`src/rtl/audio_feeder_pkg.sv`:
```
// Shared types and widths for the audio output feeder: FSM encoding, sample and counter widths.
package audio_feeder_pkg;

  localparam int SAMPLE_W = 32;
  localparam int UCNT_W   = 16;

  typedef enum logic [1:0] {
    ST_IDLE  = 2'd0,
    ST_PRIME = 2'd1,
    ST_RUN   = 2'd2,
    ST_DRAIN = 2'd3
  } feeder_state_t;

endpackage

```
`src/rtl/audio_word_fifo.sv`:
```
// Single-clock word FIFO with push/pop/flush, occupancy and registered read data.
// Latency: pop presents rd_dat on the next edge; push shows in count on the next edge.
// Backpressure: push refused while full, pop ignored while empty, flush overrides both.
module audio_word_fifo #(
  parameter int DEPTH_LOG2 = 4,
  parameter int W          = 32
) (
  input  logic                  in_clk,
  input  logic                  reset_n,
  input  logic                  push,
  input  logic [W-1:0]          wr_dat,
  input  logic                  pop,
  input  logic                  flush,
  output logic [W-1:0]          rd_dat,
  output logic [DEPTH_LOG2:0]   count,
  output logic                  full,
  output logic                  empty
);

  localparam int FW = DEPTH_LOG2 + 1;
  localparam logic [FW-1:0] DEPTH_V = FW'(2 ** DEPTH_LOG2);

  logic [W-1:0]            mem [2 ** DEPTH_LOG2];
  logic [DEPTH_LOG2-1:0]   wr_ptr;
  logic [DEPTH_LOG2-1:0]   rd_ptr;
  logic                    push_ok;
  logic                    pop_ok;

  assign full    = (count == DEPTH_V);
  assign empty   = (count == '0);
  assign push_ok = push & ~full;
  assign pop_ok  = pop & ~empty;

  always_ff @(posedge in_clk) begin
    if (push_ok) mem[wr_ptr] <= wr_dat;
  end

  always_ff @(posedge in_clk or negedge reset_n) begin
    if (!reset_n) begin
      wr_ptr <= '0;
      rd_ptr <= '0;
      count  <= '0;
      rd_dat <= '0;
    end else if (flush) begin
      wr_ptr <= '0;
      rd_ptr <= '0;
      count  <= '0;
    end else begin
      if (push_ok) wr_ptr <= wr_ptr + 1'b1;
      // rd_dat only moves on a real pop so the sender sees a stable word between pops
      if (pop_ok) begin
        rd_ptr <= rd_ptr + 1'b1;
        rd_dat <= mem[rd_ptr];
      end
      case ({push_ok, pop_ok})
        2'b10:   count <= count + 1'b1;
        2'b01:   count <= count - 1'b1;
        default: ;
      endcase
    end
  end

endmodule

```
`src/rtl/audio_out_feeder.sv`:
```
// Feeds DMA stereo words to the I2S sender: prime/run/drain sequencing, underrun count (AUDIO_FEEDER_UNDERRUN_CNT_EN).
// Latency: request edge at N gives out_valid/out_data or underrun at N+2; start/end pulses one cycle after the condition.
// Backpressure: wr_ready drops when the FIFO is full; dma_req asks for a burst only in PRIME/RUN when room allows.
module audio_out_feeder
  import audio_feeder_pkg::*;
#(
  parameter int DEPTH_LOG2  = 4,
  parameter int PRIME_LEVEL = 8,
  parameter int REQ_BURST   = 4
) (
  input  logic                  in_clk,
  input  logic                  reset_n,
  input  logic                  wr_valid,
  input  logic [SAMPLE_W-1:0]   wr_data,
  output logic                  wr_ready,
  output logic                  dma_req,
  input  logic                  cmd_start,
  input  logic                  cmd_end,
  input  logic                  audio_req_tick,
  output logic                  out_valid,
  output logic [SAMPLE_W-1:0]   out_data,
  output logic                  audio_start,
  output logic                  audio_end,
  output logic                  underrun,
  output logic [UCNT_W-1:0]     underrun_cnt,
  output logic [DEPTH_LOG2:0]   fill,
  output logic                  busy
);

  localparam int FW = DEPTH_LOG2 + 1;
  localparam logic [FW-1:0] DEPTH_V = FW'(2 ** DEPTH_LOG2);
  localparam logic [FW-1:0] PRIME_V = FW'(PRIME_LEVEL);
  localparam logic [FW-1:0] BURST_V = FW'(REQ_BURST);

  feeder_state_t state_q;
  feeder_state_t state_nxt;

  logic tick_q;
  logic req_q;
  logic fifo_full;
  logic fifo_empty;
  logic flush;
  logic pop_en;
  logic room_ok;
  logic start_nxt;
  logic end_nxt;
  logic under_nxt;

  assign room_ok  = (DEPTH_V - fill) >= BURST_V;
  assign flush    = (state_q == ST_PRIME) && cmd_end;
  assign wr_ready = ~fifo_full;
  assign busy     = (state_q != ST_IDLE);

  audio_word_fifo #(
    .DEPTH_LOG2 (DEPTH_LOG2),
    .W          (SAMPLE_W)
  ) u_fifo (
    .in_clk  (in_clk),
    .reset_n (reset_n),
    .push    (wr_valid),
    .wr_dat  (wr_data),
    .pop     (pop_en),
    .flush   (flush),
    .rd_dat  (out_data),
    .count   (fill),
    .full    (fifo_full),
    .empty   (fifo_empty)
  );

  always_ff @(posedge in_clk or negedge reset_n) begin
    if (!reset_n) state_q <= ST_IDLE;
    else          state_q <= state_nxt;
  end

  always_comb begin
    state_nxt = state_q;
    case (state_q)
      ST_IDLE:  if (cmd_start && !cmd_end) state_nxt = ST_PRIME;
      ST_PRIME: begin
        if (cmd_end)               state_nxt = ST_IDLE;
        else if (fill >= PRIME_V)  state_nxt = ST_RUN;
      end
      ST_RUN:   if (cmd_end) state_nxt = ST_DRAIN;
      ST_DRAIN: if (fifo_empty) state_nxt = ST_IDLE;
      default:  state_nxt = ST_IDLE;
    endcase
  end

  // An empty FIFO in DRAIN means end-of-stream, not a starved sender, so no underrun there
  always_comb begin
    dma_req   = 1'b0;
    pop_en    = 1'b0;
    start_nxt = 1'b0;
    end_nxt   = 1'b0;
    under_nxt = 1'b0;
    case (state_q)
      ST_PRIME: begin
        dma_req   = room_ok;
        start_nxt = !cmd_end && (fill >= PRIME_V);
      end
      ST_RUN: begin
        dma_req   = room_ok;
        pop_en    = req_q;
        under_nxt = req_q && fifo_empty;
      end
      ST_DRAIN: begin
        pop_en  = req_q;
        end_nxt = fifo_empty;
      end
      default: ;
    endcase
  end

  always_ff @(posedge in_clk or negedge reset_n) begin
    if (!reset_n) begin
      tick_q      <= 1'b0;
      req_q       <= 1'b0;
      out_valid   <= 1'b0;
      audio_start <= 1'b0;
      audio_end   <= 1'b0;
      underrun    <= 1'b0;
    end else begin
      tick_q      <= audio_req_tick;
      req_q       <= audio_req_tick & ~tick_q;
      out_valid   <= pop_en & ~fifo_empty;
      audio_start <= start_nxt;
      audio_end   <= end_nxt;
      underrun    <= under_nxt;
    end
  end

`ifdef AUDIO_FEEDER_UNDERRUN_CNT_EN
  logic [UCNT_W-1:0] ucnt_q;

  always_ff @(posedge in_clk or negedge reset_n) begin
    if (!reset_n)                        ucnt_q <= '0;
    else if (underrun && (ucnt_q != '1)) ucnt_q <= ucnt_q + 1'b1;
  end

  assign underrun_cnt = ucnt_q;
`else
  assign underrun_cnt = '0;
`endif

endmodule

```
`config.mk`:
```
export PLATFORM = sky130hd
export DESIGN_NAME = audio_out_feeder
export DESIGN_NICKNAME = d
export VERILOG_FILES = /design/src/rtl/audio_feeder_pkg.sv /design/src/rtl/audio_word_fifo.sv /design/src/rtl/audio_out_feeder.sv
export SDC_FILE = /design/constraint.sdc
export NUM_CORES = 1
export LEC_CHECK = 0
export CORE_MARGIN = 2
export CORE_UTILIZATION = 45
export DETAILED_ROUTE_END_ITERATION = 10
export SYNTH_ARGS = -nofsm -noshare
export SYNTH_HDL_FRONTEND = slang
export SYNTH_HIERARCHICAL = 1
export SYNTH_SLANG_ARGS = --single-unit
export TNS_END_PERCENT = 10
```
`constraint.sdc`:
```
create_clock -name in_clk -period 5.8 [get_ports in_clk]
set_clock_uncertainty 0.05 [all_clocks]
set_input_delay 1.16 -clock in_clk [delete_from_list [all_inputs] [get_ports in_clk]]
set_output_delay 1.16 -clock in_clk [all_outputs]
set_load 0.05 [all_outputs]
```
== Yosys cells after proc, flatten, opt, wreduce, memory -nomap -nowiden ==
Memory sizes are Yosys's and may differ from the RTL's. A register that Yosys moved wholly into a read port is not among the register bits.
Cells that the tools add are included.
Cells by class
  add/subtract/negate cells: 5
  multipliers: 0
  divide/modulo/power cells: 0
  $lt $le $gt $ge: 2
  equality and inequality tests: 10
  shift-type cells: 0
  muxes and demuxes: 19
  bitwise logic cells: 7
  reductions and logical operators: 16
Operators by type and width (count)
  $mux 4: 4
  $mux 2: 5
  $pmux 5 s2: 1
  $add 4x1->4 const B: 2
  $pmux 2 s4: 1
  $mux 1: 7
  $eq 2x2->1 const B: 3
  $ne 2x2->1 const B: 3
  $reduce_bool 2->1: 3
  $add 5x1->5 const B: 1
  $eq 5x5->1 const B: 1
  $ge 5x3->1 const B: 1
  $ge 5x4->1 const B: 1
  $logic_not 5->1: 1
  $mux 5: 1
  $sub 5x1->5 const B: 1
  $sub 5x5->5 const A: 1
  $eq 2x1->1 const B: 2
  $logic_and 1x1->1: 4
  $not 1->1: 4
  $reduce_and 4->1: 1
  $reduce_or 2->1: 2
  $and 1x1->1: 3
  $ne 3x2->1 const B: 1
  4 further kinds: 5
Word-level totals
  register bits after elaboration: 21
  latch bits: 0
  RAM bits: 512
  ROM bits: 0
  input port bits: 38
  output and inout bits: 60
  memories kept: 1
Memories
  u_fifo.mem: depth 16, bits a word 32, read ports 1, clocked after Yosys merged registers in 1, write ports 1, RTL line audio_word_fifo.sv:23  | logic [W-1:0] mem [2 ** DEPTH_LOG2];

== Longest topological paths before layout ==
Gate-level depths: netlist of the first run.
  depth in word-level cells: 7
  mapped depth: 12

== Modules after synthesis ==
Netlist of the first run, hierarchy kept.
Modules (own cells, without submodules)
  audio_word_fifo: times used 1, cells each 959, area an instance 21280.4 µm², seq. area each 16500.8 µm²
  audio_out_feeder: times used 1, cells each 55, area an instance 569.3 µm², seq. area each 200.2 µm²

== Least setup slack after synthesis of the first run ==
No wires, ideal clock.
  kind: input to register
  from: in wr_valid
  to: mem u_fifo.mem[3][0] (enable)
  setup time: 0.461 ns
  arrival time: 3.915 ns
  required time: 5.289 ns
  path slack: 1.373 ns
  stages: 3
  cells stage by stage: a21boi_2 nand2_1 nor3_1
On the way
  longest elaborated chain between the ends: 3
RTL lines
  start: declaration: RTL line audio_out_feeder.sv:13  | input logic wr_valid,
  $and 1x1->1: RTL line audio_word_fifo.sv:31  | assign push_ok = push & ~full;
  $mux 1: RTL line audio_word_fifo.sv:35  | if (push_ok) mem[wr_ptr] <= wr_dat;
  $mux 1 (not written as such): RTL line audio_word_fifo.sv:35
  end: declaration: RTL line audio_word_fifo.sv:23
No other way between the ends.

== Worst setup path after layout of the first run ==
  from: reg u_fifo.count[1]
  to: out wr_ready
On the way
  longest elaborated chain between the ends: 2
RTL lines
  start: declaration: RTL line audio_word_fifo.sv:15  | output logic [DEPTH_LOG2:0] count,
  start signal: assignment: RTL line audio_word_fifo.sv:56  | 2'b10: count <= count + 1'b1;
  start signal: assignment: RTL line audio_word_fifo.sv:57  | 2'b01: count <= count - 1'b1;
  $eq 5x5->1: RTL line audio_word_fifo.sv:29  | assign full = (count == DEPTH_V);
  via fifo_full: RTL line audio_out_feeder.sv:40  | logic fifo_full;
  $not 1->1: RTL line audio_out_feeder.sv:51  | assign wr_ready = ~fifo_full;
  end: declaration: RTL line audio_out_feeder.sv:15  | output logic wr_ready,
The timed path passes the listed nets, and every way through them passes these cells.

==> results of run 1 <==
-- logic make-up (layout without fill, tap and decap cells) --
family | after synthesis | in the layout | share of synthesized area [%]
buffers and inverters | 74 | 201 | 1.87
adders and majority gates | 11 | 11 | 0.630
DFF | 565 | 565 | 76.4
other | 1 | 16 | 0.0172
xor gates and xnor gates | 9 | 9 | 0.361
muxes | 196 | 196 | 16.3
and+or+nand+nor | 104 | 104 | 2.30
AOI/OAI and AO/OA | 54 | 54 | 2.07
-- per-layer routing --
metal  vias up  global-route usage [%]
met5         -                       0
met4         0                    5.49
met3        71                    3.37
met2       279                    27.5
met1      5497                    28.3
li1       4344                       -
-- synthesized netlist by cell type (all sizes together) (5+ instances only) --
| master | instances |
|---|---|
| mux4 | 128 |
| a21oi | 8 |
| xor2 | 7 |
| inv | 8 |
| buf | 44 |
| clkbuf | 22 |
| nand2 | 43 |
| ha | 11 |
| nor2 | 29 |
| o21ai | 5 |
| edfxtp | 512 |
| o221ai | 33 |
| mux2i | 68 |
| nand2b | 8 |
| dfrtp | 53 |
-- worst paths after layout --
kind                                endpoint  slack, ps  depth (start not counted)
max                                 wr_ready       2030                          4
min                                    req_q        350                          1
max reg2reg                  u_fifo/count[4]       2530                         12
min reg2reg                            req_q        350                          1
max in group asynchronous   u_fifo/rd_ptr[0]       4080                          2
min in group asynchronous  u_fifo/rd_dat[22]        660                          1
-- through the flow --
| stage | worst slack (ps) | util, % |
|---|---|---|
| final | 2030 | 52.2 |
| after global routing | 1880 | 52.2 |
| after CTS | 2010 | 52.2 |
| after detailed placement | 1670 | 48.8 |
| after global placement | 1710 | 48.8 |
| after floorplan | 1370 | - |
-- report_power, final --
part	leakage [nW]	internal, mW	switching [mW]
clock network	0.805	1.86	1.47
registers	5.28	4.89	0.335
logic	1.77	0.917	1.45
-- flip-flops by register name (all words and copies together) (netlist names), named ones only --
register	flops
req_q	1
u_fifo/wr_ptr	4
audio_start	1
state_q	1
u_fifo/count	5
u_fifo/mem	512
audio_end	1
underrun	1
u_fifo/rd_ptr	4
out_valid	1
tick_q	1
u_fifo/rd_dat	32
-- worst register-to-register path: cells and delay by family, from the launching register on --
family / cells / cell delay, ps
AOI/OAI and AO/OA: 3 / 660
xor gates and xnor gates: 1 / 120
adders and majority gates: 2 / 500
buffers and inverters: 1 / 130
DFF: 1 / 420
muxes: 2 / 450
and+or+nand+nor: 3 / 870
-- final cells by class --
type / instances / area (um2) / share of cell area, %
Inverter: 8 / 30.0 / 0.120
Clock inverter: 22 / 180 / 0.721
Sequential cell: 565 / 16700 / 66.9
Multi-Input combinational cell: 390 / 4910 / 19.6
Timing Repair Buffer: 91 / 918 / 3.67
Tap cell: 615 / 769 / 3.08
Clock buffer: 80 / 1480 / 5.92
==> results.md, run 1 <==
* Outcome: complete, no violations
* Post-route ant nets at 0
* Starting Density at 45.7%
* Pwr dens at 437 mW/mm2
* Cell variety after synth at 48
* Overall power at 10.9 mW
* Synthesized area at 0.0218 mm2
* Port bufs at 81
* GP Congestion at 0.754
* Number of vias per cell at 5.75
* Postcts setup bufs at 0
* # nets final at 1160
* Root Buffer: clkbuf_16
* Post-CTS Hold Buffers at 0
* Vias in the first global route at 10299
* Crit Path Category: reg2out
* Num CTS Buffers at 55
* RSZ-0062 raised after global routing: no
* Worst hold path type: reg2reg
* CTS tree: done
* Syn-to-layout area delta at 14.4%
* N_diodes at 0
* CP peak stage delay at 680 ps
* Critical Path Slowest Stage Cell: clkdlybuf4s50_1
* CORE AREA at 0.0478 mm2
* Pins Over Slew Limit at 0
* Pin count of the biggest net entering global routing at 131
* Setup TNS at 0 ps
* Worst Setup End Kind: primary output
* Hold Path Origin: tick_q
* Global-route wire length before repair at 68000 um
* Top layer in use: met4
* HPWL after DPL at 26100 um
* Width of the die at 224 um
* RR Startpoint: state_q[0]
* Main synth FF type: edfxtp_1
* Die height at 224 um
* Measured slew at the worst slew-check pin at 1210 ps
* Ys Warns at 6
* Fraction of layout cells with a size suffix above 1 at 21.2%
* H-Tree Depth at 2
* Crit-path max FO at 9
* Placed cell area at 0.0233 mm2
* Final setup fails at 0
* # Max-Cap Violations at 0
* Leading area contributor after synthesis: edfxtp_1
* Met2 WL at 20900 um
* Max Clk Rate at 0.266 GHz
* Rel. slew slack at 19.1%
* Commonest cells after routing, fill and taps aside: edfxtp_1, mux4_2, clkdlybuf4s50_1
* Tot GR Track Use at 18.5%
* DRC at 0
* Tmin final at 3770 ps
* Largest cells by area after synthesis: edfxtp_1, mux4_2, dfrtp_1
* Period Utilization, post-route at 64.9%
* Leak at 7.86 nW
* Critical path launch point type: flop
* Kind of cell adding the most delay to the critical path: simple AND/OR/NAND/NOR gates
* Die ar. at 0.0503 mm2
* Flops & latches, synth at 565
* Worst-path clk slew at 60 ps
* Sequential element share of the synthesized area at 76.4%
* WHS at 349 ps
* Wire per inst at 25.7 um
* Pre-Repair DR Iteration Count at 5
* Detailed-route via count at 10191
* Crit path buffers/inverters at 2
* # rows at 80
* Peak VDD IR at 239 uV
* Finished Cell Area at 0.0250 mm2
* Initial DRC Count at 764
* Resize count post-CTS at 0
* Initial antenna violation count at 0
* Global route total overflow at 0
* Clock buffer depth at 3
* I/O pins at 98
* DR WL met3 at 2490 um
* Met1 Wirelength at 21200 um
* Synth top area share at 70.4%
* Most common cell after layout, fill and taps aside: edfxtp_1
* Fin. Hold Viols at 0
* Placed instance count at 1669
* Syn_area_per_cell at 21.5 um2
* Worst EP arrival at 2560 ps
* Cells after Synth at 1014
* Synth async-reset ratio at 9.38%
* Number of clock sinks at 565
* Filler cells at 3706
* Worst path required time at 4590 ps
* Fin cells at 1771
* Crit path cell chain: nor4_2 > and2_1 > inv_1 > clkdlybuf4s50_1
* CP startpoint: u_fifo/count[1]
* Post-synth EDFFs at 512
* Final WL at 45600 um
* Worst-Skew Late Latency at 610 ps
Note: power is estimated with default switching activity, not from simulation.
==> run 2, diff against run 1 <==
==> constraint.sdc (replaced) <==
create_clock -name in_clk -period 3.2 [get_ports in_clk]
set_clock_uncertainty 0.05 [all_clocks]
set_input_delay 0.64 -clock in_clk [delete_from_list [all_inputs] [get_ports in_clk]]
set_output_delay 0.64 -clock in_clk [all_outputs]
set_load 0.05 [all_outputs]
==> results.md, run 2 (synthesis results as in run 1) <==
* Most common cell after layout, fill and taps aside: edfxtp_1
* Syn-to-layout area delta at 17.2%
* Width of the die at 224 um
* H-Tree Depth at 2
* Reg2reg path depth at 12
* Die ar. at 0.0503 mm2
* Crit Path Category: reg2out
* Resize count post-CTS at 1
* Rel. slew slack at 29.7%
* Fin. Hold Viols at 0
* Leak at 8.18 nW
* Outcome: complete, no violations
* Tot GR Track Use at 18.0%
* R2r setup slk at 320 ps
* Initial DRC Count at 763
* Worst EP arrival at 2390 ps
* Crit path cell chain: inv_1 > ha_1 > o21ai_0 > a21oi_1 > clkdlybuf4s50_1
* Detailed-route via count at 10241
* Wire per inst at 24.5 um
* Net Sw Frac at 29.2%
* Worst Setup End Kind: primary output
* Final setup fails at 0
* Num CTS Buffers at 56
* Top Registers: u_fifo/mem x512, u_fifo/rd_dat x32, u_fifo/count x5
* Placed instance count at 1713
* Comb power frac at 22.6%
* Post-route ant nets at 0
* Max FFs per register at 512
* GP Congestion at 0.740
* Max Clk Rate at 0.325 GHz
* Pre-Repair DR Iteration Count at 4
* Postcts setup bufs at 0
* Fraction of layout cells with a size suffix above 1 at 24.8%
* Clock share of power at 30.5%
* Clock buffer depth at 3
* Tmin final at 3080 ps
* NetSw at 5.78 mW
* # nets final at 1205
* Critical path launch point type: flop
* Initial antenna violation count at 0
* Sequential share of power at 47.0%
* Starting Density at 45.7%
* Number of vias per cell at 5.63
* Fin cells at 1819
* Worst path required time at 2510 ps
* Setup slack after layout at 121 ps
* RR Startpoint: state_q[0]
* RSZ-0062 raised after global routing: no
* Worst-path clk slew at 60 ps
* CORE AREA at 0.0478 mm2
* N_diodes at 0
* Pin count of the biggest net entering global routing at 48
* Root Buffer: clkbuf_16
* Number of clock sinks at 565
* WHS at 67.6 ps
* Post-CTS Hold Buffers at 0
* CP startpoint: state_q[0]
* Pre-CTS WS at 157 ps
* Commonest cells after routing, fill and taps aside: edfxtp_1, mux4_2, clkdlybuf4s50_1
* # Max-Cap Violations at 0
* Die height at 224 um
* Period Utilization, post-route at 96.2%
* Pwr dens at 774 mW/mm2
* Final WL at 44600 um
* Overall power at 19.8 mW
* HPWL after DPL at 25700 um
* P_int at 14.0 mW
* Top reg by flops: u_fifo/mem
* Crit-path max FO at 4
* Worst hold path type: in2async
* # rows at 80
* Port bufs at 81
* Measured slew at the worst slew-check pin at 1060 ps
* Critical Path Slowest Stage Cell: clkdlybuf4s50_1
* Capturing point of the worst reg2reg path: u_fifo/count[4]
* Worst-Skew Late Latency at 600 ps
* DRC at 0
* Peak VDD IR at 520 uV
* Global route total overflow at 0
* Pins Over Slew Limit at 0
* I/O pins at 98
* CP peak stage delay at 820 ps
* CTS tree: done
* Vias in the first global route at 10626
* Global-route wire length before repair at 67200 um
## run 2: routing by layer
layer / global-route usage (%) / vias up / part of all wire, %
li1: - / 4439 / -
met1: 25.9 / 5533 / 46
met2: 29.1 / 213 / 48
met3: 2.93 / 56 / 4.1
met4: 4.59 / 0 / 1.5
met5: 0 / - / 0
## run 2: worst max path at each step
stage	to	slack, ps	depth (start not counted)
6_report	dma_req	120	5
5_1_grt	dma_req	10	5
4_1_cts	wr_ready	10	4
3_5_place_dp	u_fifo/count[4]	160	10
3_3_place_gp	u_fifo/count[4]	150	10
2_1_floorplan	u_fifo/mem[1][0]	-970	4
## run 2: power groups by stage
stage	Sequential, mW	Combinational [mW]	Clock, mW
2_1_floorplan	10.1	2.22	0
3_3_place_gp	9.42	4.48	0
3_5_place_dp	9.45	4.52	0
4_1_cts	9.31	4.53	6.18
5_1_grt	9.37	4.77	6.49
6_report	9.30	4.47	6.04
## run 2: cell type report
type / count / area [um2]
repair buffers: 135 / 1450
flip-flops and latches: 565 / 16700
clock buffers: 75 / 1560
clock inverters: 31 / 150
fillers: 3672 / 22200
well taps: 615 / 769
multi-input cells: 390 / 4930
inverters: 8 / 30.0
## run 2: critical path, delay by kind of cell (launching register included)
family,cells,cell delay (ps)
AO/OA/AOI/OAI,2,200
adder cells (fa/ha/maj),1,290
flip-flops,1,390
buffers and inverters,2,910
## run 2: stage by stage
stage          util, %  setup TNS, ps  instance area, um2
6_report          53.5              0               25600
4_1_cts           53.5              0               25600
3_3_place_gp      49.9              0               23900
3_5_place_dp      49.9              0               23900
5_1_grt           53.5              0               25600
2_1_floorplan        -        -104450               21900
==> run 3, diff against run 2 <==
--- a/config.mk
+++ b/config.mk
@@ -6,8 +6,9 @@
 export NUM_CORES = 1
 export LEC_CHECK = 0
 export CORE_MARGIN = 2
-export CORE_UTILIZATION = 45
+export CORE_UTILIZATION = 54
 export DETAILED_ROUTE_END_ITERATION = 10
+export PLACE_DENSITY_LB_ADDON = 0.08
 export SYNTH_ARGS = -nofsm -noshare
 export SYNTH_HDL_FRONTEND = slang
 export SYNTH_HIERARCHICAL = 1
==> results.md, run 3 (synthesis results as in run 1) <==
* Outcome: complete, no violations
* Critical Path Slowest Stage Cell: nor4_2
* Number of vias per cell at 5.93
* RSZ-0062 raised after global routing: no
* Die ar. at 0.0421 mm2
* Post-route ant nets at 0
* Placed cell area at 0.0238 mm2
* Die height at 205 um
* Leak at 8.20 nW
* Global route total overflow at 0
* Num CTS Buffers at 58
* Pins Over Slew Limit at 0
* # rows at 73
* Final setup fails at 0
* Capturing point of the worst reg2reg path: u_fifo/count[4]
* Period Utilization, post-route at 91.7%
* Worst-Skew Late Latency at 600 ps
* Setup TNS at 0 ps
* GP Congestion at 0.777
* Tmin final at 2930 ps
* Final Util at 64.3%
* CORE AREA at 0.0398 mm2
* Global-route wire length before repair at 67500 um
* Overall power at 20.3 mW
* Worst Setup End Kind: primary output
* Wire per inst at 26.0 um
* I/O pins at 98
* Root Buffer: clkbuf_16
* Vias in the first global route at 10599
* Pin count of the biggest net entering global routing at 51
* Max Clk Rate at 0.341 GHz
* Pre-Repair DR Iteration Count at 4
* Top reg by flops: u_fifo/mem
* Tot GR Track Use at 22.3%
* Port bufs at 81
* H-Tree Depth at 2
* Measured slew at the worst slew-check pin at 731 ps
* DRC at 0
* Worst-path clk slew at 60 ps
* # Max-Cap Violations at 0
* Worst hold path type: in2async
* Postcts setup bufs at 0
* CP peak stage delay at 510 ps
* Fraction of layout cells with a size suffix above 1 at 24.2%
* R2r setup slk at 340 ps
* Peak VDD IR at 557 uV
* # nets final at 1201
* Fin cells at 1726
* Max FFs per register at 512
* Finished Cell Area at 0.0256 mm2
* Commonest cells after routing, fill and taps aside: edfxtp_1, mux4_2, clkdlybuf4s50_1
* Fin. Hold Viols at 0
* Worst EP arrival at 2240 ps
* Initial antenna violation count at 0
* Crit-path max FO at 9
* Placed instance count at 1617
* Most common cell after layout, fill and taps aside: edfxtp_1
* HPWL after DPL at 26100 um
* Critical path launch point type: flop
* Worst path required time at 2510 ps
* RR Startpoint: u_fifo/count[1]
* Number of clock sinks at 565
* Width of the die at 205 um
* Initial DRC Count at 855
* Rel. slew slack at 51.2%
* Detailed-route via count at 10241
* Final WL at 44900 um
* Pwr dens at 794 mW/mm2
* N_diodes at 0
* Crit path cell chain: nor4_2 > and2_1 > inv_1 > dlygate4sd2_1
* Top Registers: u_fifo/mem x512, u_fifo/rd_dat x32, u_fifo/count x5
* Crit Path Category: reg2out
* CTS tree: done
* Reg2reg path depth at 9
* Syn-to-layout area delta at 17.2%
* Starting Density at 54.9%
* Clock buffer depth at 3
* Post-CTS Hold Buffers at 0
## run 3: worst max path at each step
stage	to	slack (ps)	from
after floorplan	u_fifo/mem[1][0]	-970	u_fifo/count[2]
after global placement	u_fifo/count[4]	150	wr_valid
after detailed placement	u_fifo/count[4]	190	wr_valid
after CTS	dma_req	70	state_q[0]
after global routing	u_fifo/count[4]	140	state_q[0]
final	wr_ready	270	u_fifo/count[1]
## run 3: critical path, delay by kind of cell (launching register included)
family                 cells  cell delay, ps
and+or+nand+nor            2             720
buffers and inverters      2             450
DFF                        1             480
## run 3: per-stage QoR
step	hold slack, ps	worst slack, ps
3_5_place_dp	350	190
5_1_grt	44.1	143
6_report	26.5	265
2_1_floorplan	294	-968
4_1_cts	15.4	69.5
3_3_place_gp	342	154
## run 3: per-layer routing
| metal | track usage (%) | up-vias | share of wire, % |
|---|---|---|---|
| li1 | - | 4440 | - |
| met1 | 31.7 | 5490 | 44 |
| met2 | 36.1 | 251 | 50 |
| met3 | 3.20 | 60 | 4.2 |
| met4 | 7.12 | 0 | 2.1 |
| met5 | 0 | - | 0 |
## run 3: cell type report
| type | instances | area, um2 |
|---|---|---|
| inverters | 8 | 30.0 |
| repair buffers | 129 | 1460 |
| clock buffers | 80 | 1580 |
| fillers | 2750 | 14200 |
| flip-flops and latches | 565 | 16700 |
| multi-input cells | 390 | 4920 |
| clock inverters | 29 | 259 |
| well taps | 525 | 657 |
## run 3: repair_timing
item	CTS	global route
pin swaps	0	0
setup endpoints to repair	1	1
gates resized for setup	1	1
## run 3: power breakdown
group | total (mW) | switching [mW] | internal (mW)
sequential | 9.37 | 0.506 | 8.86
clock | 6.50 | 2.68 | 3.82
combinational | 4.48 | 2.68 | 1.80
